## config.mk

```make
export PLATFORM = sky130hd
export DESIGN_NAME = dmem_host_sequencer
export DESIGN_NICKNAME = d
export VERILOG_FILES = /design/src/rtl/dmem_host_sequencer.sv
export SDC_FILE = /design/constraint.sdc
export NUM_CORES = 1
export LEC_CHECK = 0
export CAP_MARGIN = 25
export CORE_MARGIN = 2
export CORE_UTILIZATION = 54
export DETAILED_ROUTE_END_ITERATION = 16
export PLACE_DENSITY = 0.9
export SYNTH_ARGS = -nofsm -noshare
export SYNTH_HDL_FRONTEND = slang
export SYNTH_SLANG_ARGS = --single-unit
```

## constraint.sdc

```tcl
create_clock -name clk -period 4.5 [get_ports clk]
set_input_delay 0.45 -clock clk [delete_from_list [all_inputs] [get_ports clk]]
set_output_delay 0.45 -clock clk [all_outputs]
set_load 0.02 [all_outputs]
```

## src/rtl/dmem_host_sequencer.sv

```systemverilog
// Host-side job sequencer: loads operands into data memory, kicks the core,
// waits for END, then streams the result region back out.
module dmem_host_sequencer #(
  parameter int DATA_W  = 16,
  parameter int ADDR_W  = 16,
  parameter int TIMEOUT = 65535
) (
  input  logic              clk,
  input  logic              RESET,
  input  logic              cmd_go,
  input  logic [ADDR_W-1:0] load_base,
  input  logic [ADDR_W-1:0] load_len,
  input  logic [ADDR_W-1:0] res_base,
  input  logic [ADDR_W-1:0] res_len,
  input  logic              in_valid,
  input  logic [DATA_W-1:0] in_data,
  output logic              in_ready,
  output logic [ADDR_W-1:0] current_addr,
  output logic              write_from_tb,
  output logic [DATA_W-1:0] mem_data,
  output logic [1:0]        addr_mux_select,
  output logic [ADDR_W-1:0] ar_in,
  output logic              START,
  input  logic              core_end,
  input  logic [DATA_W-1:0] rd_data,
  output logic              out_valid,
  output logic [DATA_W-1:0] out_data,
  input  logic              out_ready,
  output logic              busy,
  output logic              done,
  output logic              timeout_err
);

  localparam int CNT_W = $clog2(TIMEOUT + 1);

  typedef enum logic [3:0] {
    S_IDLE, S_LOAD, S_KICK, S_RUN, S_RD_ADDR, S_RD_CAP, S_OUT, S_DONE, S_ERR
  } state_t;

  state_t            state_reg;
  logic [ADDR_W-1:0] load_base_reg;
  logic [ADDR_W-1:0] load_len_reg;
  logic [ADDR_W-1:0] res_base_reg;
  logic [ADDR_W-1:0] res_len_reg;
  logic [ADDR_W-1:0] idx_reg;
  logic [ADDR_W-1:0] ridx_reg;
  logic [CNT_W-1:0]  cyc_reg;
  logic              end_q_reg;
  logic              core_end_rise;

  // Only a fresh rising edge of END counts; a level left high by a prior job is ignored.
  assign core_end_rise = core_end && !end_q_reg;

  // The write port follows the handshake combinationally so each accepted word lands that cycle.
  assign write_from_tb = in_ready && in_valid;
  assign current_addr  = in_ready ? load_base_reg + idx_reg : '0;
  assign mem_data      = in_ready ? in_data : '0;

  always_ff @(posedge clk or negedge RESET) begin
    if (!RESET) begin
      state_reg       <= S_IDLE;
      load_base_reg   <= '0;
      load_len_reg    <= '0;
      res_base_reg    <= '0;
      res_len_reg     <= '0;
      idx_reg         <= '0;
      ridx_reg        <= '0;
      cyc_reg         <= '0;
      end_q_reg       <= 1'b0;
      in_ready        <= 1'b0;
      addr_mux_select <= 2'b00;
      ar_in           <= '0;
      START           <= 1'b0;
      out_valid       <= 1'b0;
      out_data        <= '0;
      busy            <= 1'b0;
      done            <= 1'b0;
      timeout_err     <= 1'b0;
    end else begin
      START     <= 1'b0;
      end_q_reg <= core_end;
      case (state_reg)
        S_IDLE, S_DONE, S_ERR: begin
          if (cmd_go) begin
            load_base_reg <= load_base;
            load_len_reg  <= load_len;
            res_base_reg  <= res_base;
            res_len_reg   <= res_len;
            idx_reg       <= '0;
            ridx_reg      <= '0;
            busy          <= 1'b1;
            done          <= 1'b0;
            timeout_err   <= 1'b0;
            if (load_len == '0) begin
              state_reg <= S_KICK;
              START     <= 1'b1;
            end else begin
              state_reg       <= S_LOAD;
              in_ready        <= 1'b1;
              addr_mux_select <= 2'b01;
            end
          end
        end
        S_LOAD: begin
          if (in_valid) begin
            idx_reg <= idx_reg + ADDR_W'(1);
            if (idx_reg == load_len_reg - ADDR_W'(1)) begin
              state_reg       <= S_KICK;
              START           <= 1'b1;
              in_ready        <= 1'b0;
              addr_mux_select <= 2'b00;
            end
          end
        end
        S_KICK: begin
          cyc_reg   <= '0;
          state_reg <= S_RUN;
        end
        S_RUN: begin
          // The edge is tested first so it wins over a simultaneous timeout.
          if (core_end_rise) begin
            if (res_len_reg == '0) begin
              state_reg <= S_DONE;
              busy      <= 1'b0;
              done      <= 1'b1;
            end else begin
              state_reg       <= S_RD_ADDR;
              addr_mux_select <= 2'b10;
              ar_in           <= res_base_reg + ridx_reg;
            end
          end else if (cyc_reg == CNT_W'(TIMEOUT - 1)) begin
            state_reg   <= S_ERR;
            busy        <= 1'b0;
            timeout_err <= 1'b1;
          end else begin
            cyc_reg <= cyc_reg + CNT_W'(1);
          end
        end
        S_RD_ADDR: begin
          state_reg <= S_RD_CAP;
        end
        S_RD_CAP: begin
          out_data        <= rd_data;
          out_valid       <= 1'b1;
          addr_mux_select <= 2'b00;
          ar_in           <= '0;
          state_reg       <= S_OUT;
        end
        S_OUT: begin
          if (out_ready) begin
            out_valid <= 1'b0;
            ridx_reg  <= ridx_reg + ADDR_W'(1);
            if (ridx_reg == res_len_reg - ADDR_W'(1)) begin
              state_reg <= S_DONE;
              busy      <= 1'b0;
              done      <= 1'b1;
            end else begin
              state_reg       <= S_RD_ADDR;
              addr_mux_select <= 2'b10;
              ar_in           <= res_base_reg + ridx_reg + ADDR_W'(1);
            end
          end
        end
        default: state_reg <= S_IDLE;
      endcase
    end
  end

endmodule

```

* Word-level counts from Yosys, hierarchy flattened
Cells that the tools add are included.
Storage, ports and cells: register bits after elaboration 157, latch bits 0, memory bits (writable) 0, bits in read-only memories 0, output and inout port bits 73, logic and storage cells 141, memories 0
Cells by class: add/sub/neg operators 8, multiply operators 0, divide/modulo/power cells 0, order comparisons 0, eq/ne operators 26, shift operators 0, multiplexer cells 62, bitwise gates (word level) 0, reduce and logical (&&, ||, !) cells 27
Operators with widths (count):
- $mux 16 | 11
- $pmux 16 s2 | 3
- $add 16x1->16 const B | 4
- $pmux 16 s3 | 1
- $add 16x16->16 | 2
- $eq 16x16->1 | 2
- $logic_not 16->1 | 2
- $sub 16x1->16 const B | 2
- $pmux 4 s7 | 1
- $ne 2x2->1 const B | 13
- $mux 4 | 6
- $mux 1 | 22
- $mux 2 | 11
- $eq 16x16->1 const B | 1
- $eq 4x3->1 const B | 4
- $reduce_and 5->1 | 3
- $reduce_and 6->1 | 2
- $pmux 2 s5 | 1
- $reduce_bool 2->1 | 5
- $reduce_and 3->1 | 3
- $reduce_and 9->1 | 1
- $eq 4x2->1 const B | 2
- $pmux 1 s2 | 4
- $ne 3x3->1 const B | 2
- other kinds (11) | 15

* Depth between registers and ports, before layout
depth after elaboration 5, gate-level depth with buffers 12, gate-level depth less buffers 12

* Least setup slack after synthesis
No wires, ideal clock.
kind reg2reg, start reg load_len_reg[0], end reg state_reg[0], library setup time 125 ps, arrival 3206 ps, data required time 4375 ps, setup slack 1169 ps, stages on the path, launching flop included 12, path through dfrtp_1 inv_1 ha_1 or4b_4 or4_4 or3_1 xnor2_1 nor4_1 o2111ai_1 o21a_1 nor2_1 mux2_2
On the way: word-level cells in the longest chain between the ends 4
Ends and longest elaborated chain:
- start: declaration | RTL line 42 | logic [ADDR_W-1:0] load_len_reg;
- start signal: assignment | RTL line 86 | load_len_reg <= load_len;
- $sub 16x1->16 | RTL line 107 | if (idx_reg == load_len_reg - ADDR_W'(1)) begin
- $eq 16x16->1 | RTL line 107
- $ne 2x2->1 (no source line)
- $reduce_and 5->1 (no source line)
- end signal: assignment | RTL line 108 | state_reg <= S_KICK;
- end signal: assignment | RTL line 117 | state_reg <= S_RUN;
- end signal: assignment | RTL line 123 | state_reg <= S_DONE;
- end: declaration | RTL line 40 | state_t state_reg;
Every way passes these cells. A chain may end at the register's enable or synchronous reset.

* Final worst setup path
start reg idx_reg[1], end out current_addr[15]
On the way: word-level cells in the longest chain between the ends 2
Ends and longest elaborated chain:
- start: declaration | RTL line 45 | logic [ADDR_W-1:0] idx_reg;
- start signal: assignment | RTL line 106 | idx_reg <= idx_reg + ADDR_W'(1);
- $add 16x16->16 | RTL line 56 | assign current_addr = in_ready ? load_base_reg + idx_reg : '0;
- $mux 16 | RTL line 56
- end: declaration | RTL line 18 | output logic [ADDR_W-1:0] current_addr,
Every way passes these cells.

==> summary.txt <==
STA
  • Unrepaired setup endpoints after global routing: false
  • Final Critical Period: ~4200 ps
  • Max-Slew Margin vs Limit: between 30 and 40%
  • Setup TNS: 0 ps
  • Worst-margin pin slew: 952 ps
  • Fmax: 240 MHz
  • Final period util: around 93%
  • Slew Viols, Final: 0
  • Fin. Hold Viols: 0
  • Final setup violation count: 0
  • Clock skew: just under 10 ps

Critical path
  • Critical path origin: idx_reg[1]
  • CP Launch Type: register
  • R2R setup slack: roughly 810 ps
  • Worst Setup EP: current_addr[15]
  • Critical R2R Launch: res_len_reg[2]
  • Critical-path maximum fanout: 6
  • CP Class: reg -> out
  • FF-to-FF End: ar_in[13]
  • Critical Path RT: 4050 ps
  • Worst EP arrival: approximately 3700 ps
  • Worst r2r path cells: 10
  • Worst setup EP type: primary output

Finish
  • Ant. Diodes: 0
  • Cell area after layout: 12,200 sq um
  • Fraction of layout cells with a size suffix above 1: 5.27%
  • Area grow syn2layout: 27.1%
  • Nets: 1,437

Clock network
  • Hold buffers post-CTS: 0
  • Clock Latency Late Sink: ~430 ps
  • Clk sink count: 157
  • TritonCTS clock tree: built
  • Clk slew on worst S/H paths: about 70 ps
  • H-Tree Depth: 4
  • CTS max path bufs: 2
  • Number of CTS-inserted buffers: 17
  • Root Buffer Master: clkbuf_16

Die
  • IO Pins: ~180
  • Die H: ~140 um
  • Core Footprint: 17,300 sq um
  • DIE AREA: 18,800 sq um
  • Die Wd: 137 um
  • Rows: 48
  • Initial Util: a little under three fifths

Route
  • Initial DRC count: roughly 780
  • Initial DRT Pass Iterations: 5
  • DRC: 0
  • Vias: between 8,000 and 9,000
  • Antenna Violating Nets Remaining: 0
  • Vias per inst: 5.69
  • Drt total wl: between 20,000 and 25,000 um
  • Drt wl/cell: 16.2 um

Pwr
  • IR drop worst, VDD: slightly below 0.0004 V
  • Power Internal: ~4.4 mW
  • Pwr dens: ~610 nW/um^2
  • Switching power: approximately 3 mW
  • Logic pwr share: a little under half
  • Clock power share: approximately a fifth
  • Static Leak: 5.59 nW
  • Total Power: 7.41 mW
  • Part of the power in registers: 32.1%
  • Switching share of power: 40.8%

Placed design
  • HPWL after DPL: approximately 18,000 um
  • GP Congestion: 0.916
  • Placed cell areas: roughly 12,000 sq um
  • Port bufs: ~170

Global routing
  • First-pass GRT wire length: roughly 40,000 um
  • Largest net degree at the start of global routing: between 90 and 100
  • Number of global-route vias before repair: around 8,400
  • Antenna violations before repair: 0
  • Tot GR Track Use: 26.9%
  • Gr ovfl total: 0

Synthesis
  • Synth Area in XOR/XNOR: approximately 9%
  • Synth Area in Adders: under 10%
  • Most common cell in the netlist: nand2_1
  • Largest family of logic cells by synthesized area: simple AND/OR/NAND/NOR gates
  • Top cells by count, synth: 294 x nand2_1, 157 x dfrtp_1, 84 x nor2_1
  • Netlist cell types: just over 60
  • Post-synth net total: 1,280
  • Sequential-to-total area share from yosys stat: roughly two fifths
  • Mapped Avg Cell Area: approximately 8.4 sq um
  • Post-synthesis simple-gate area fraction: 29.1%
  • Yosys top cell area share: 41.0%
  • Top cells by area, synth: dfrtp_1 41%, nand2_1 12%, xnor2_1 4.9%
  • Mapped cell area: roughly 9600 sq um
  • Mux share of post-synthesis cell area: around 3.7%
  • Complex-gate fraction of the synthesized area: about a tenth
  • Seq cells post-synth: about 160
  • Synth Warn #: 0
  • Async S/R FF share, synth: 100%
  • Most used DFF post-synth: dfrtp_1
  • Post-synth top area cell: dfrtp_1
  • Post-synth EDFFs: 0
  • Post-Syn Instances: approximately 1,100

Flow run
  • Max Cap Viol: 0

Status
  • Outcome: complete, no violations

Min path
  • Hold Path Class: in -> async
cell families (layout without fill, tap and decap cells):
group,after synthesis,in the layout
AOI/OAI and AO/OA,143,143
xor gates and xnor gates,100,100
adders and majority gates,39,39
buffers and inverters,62,232
DFF,157,157
muxes,33,33
and+or+nand+nor,605,605
area by class of cell:
| type | instances | area (sq um) |
|---|---|---|
| Clock buffer | 18 | 439 |
| Clock inverter | 14 | 208 |
| Fill cell | 1310 | 5120 |
| Inverter | 20 | 75.1 |
| Multi-Input combinational cell | 920 | 5440 |
| Sequential cell | 157 | 3930 |
| Tap cell | 225 | 282 |
| Timing Repair Buffer | 180 | 1800 |
per-stage QoR:
stage	instances	util, %	hold WS (ps)	worst slack (ps)
2_1_floorplan	1139	-	154	1170
3_3_place_gp	1501	66.5	457	679
3_5_place_dp	1502	66.6	462	606
4_1_cts	1534	70.3	92.1	119
5_1_grt	1534	70.4	126	25.5
6_report	1534	70.4	43.7	329
cells in the final DEF (no fill, tap or decap), drive strengths merged, types with 8 or more instances in the layout:
master / instances
a21o: 8
a21oi: 37
and2: 34
and3: 18
clkbuf: 18
clkdlybuf4s50: 173
dfrtp: 157
ha: 37
inv: 25
mux2: 20
mux2i: 13
nand2: 294
nand2b: 14
nand3: 45
nand4: 22
nor2: 84
nor2b: 9
nor3: 33
nor4: 15
o21ai: 44
or3: 18
xnor2: 54
xor2: 46
routing by layer:
layer,routed length [um],vias up,global-route usage [%]
li1,-,4214,-
met1,10900,4121,35.8
met2,11900,345,44.0
met3,1670,44,5.52
met4,476,0,8.71
met5,0,-,0
worst min-delay path by stage:
stage / slack (ps) / from / endpoint
6_report: 40 / RESET / ar_in[14]
5_1_grt: 130 / RESET / ar_in[6]
4_1_cts: 90 / RESET / ar_in[15]
3_5_place_dp: 460 / out_data[15] / out_data[15]
3_3_place_gp: 460 / out_data[2] / out_data[2]
2_1_floorplan: 150 / RESET / START
power groups by stage:
stage / logic, mW / registers (mW) / clock network, mW
after floorplan: 2.17 / 2.38 / 0
after global placement: 3.28 / 2.36 / 0
after detailed placement: 3.41 / 2.38 / 0
after CTS: 3.44 / 2.37 / 1.60
after global routing: 3.79 / 2.44 / 1.67
final: 3.44 / 2.38 / 1.58
critical path, cell delays in order, from the launching register on:
cell             delay (ps)
dfrtp_1                 470
ha_1                    310
a21o_1                  190
a211oi_2                260
o31ai_1                 150
a31oi_1                 230
o21ai_0                 190
o41ai_2                 300
o21ai_0                 180
xnor2_1                 230
and2_1                  160
clkdlybuf4s50_1         610
timing repair:
action | CTS | global route
resized for setup | 0 | 2
buffers inserted | 0 | 0
setup endpoints to repair | 0 | 1
No activity file was read; power rests on OpenSTA's default activity.
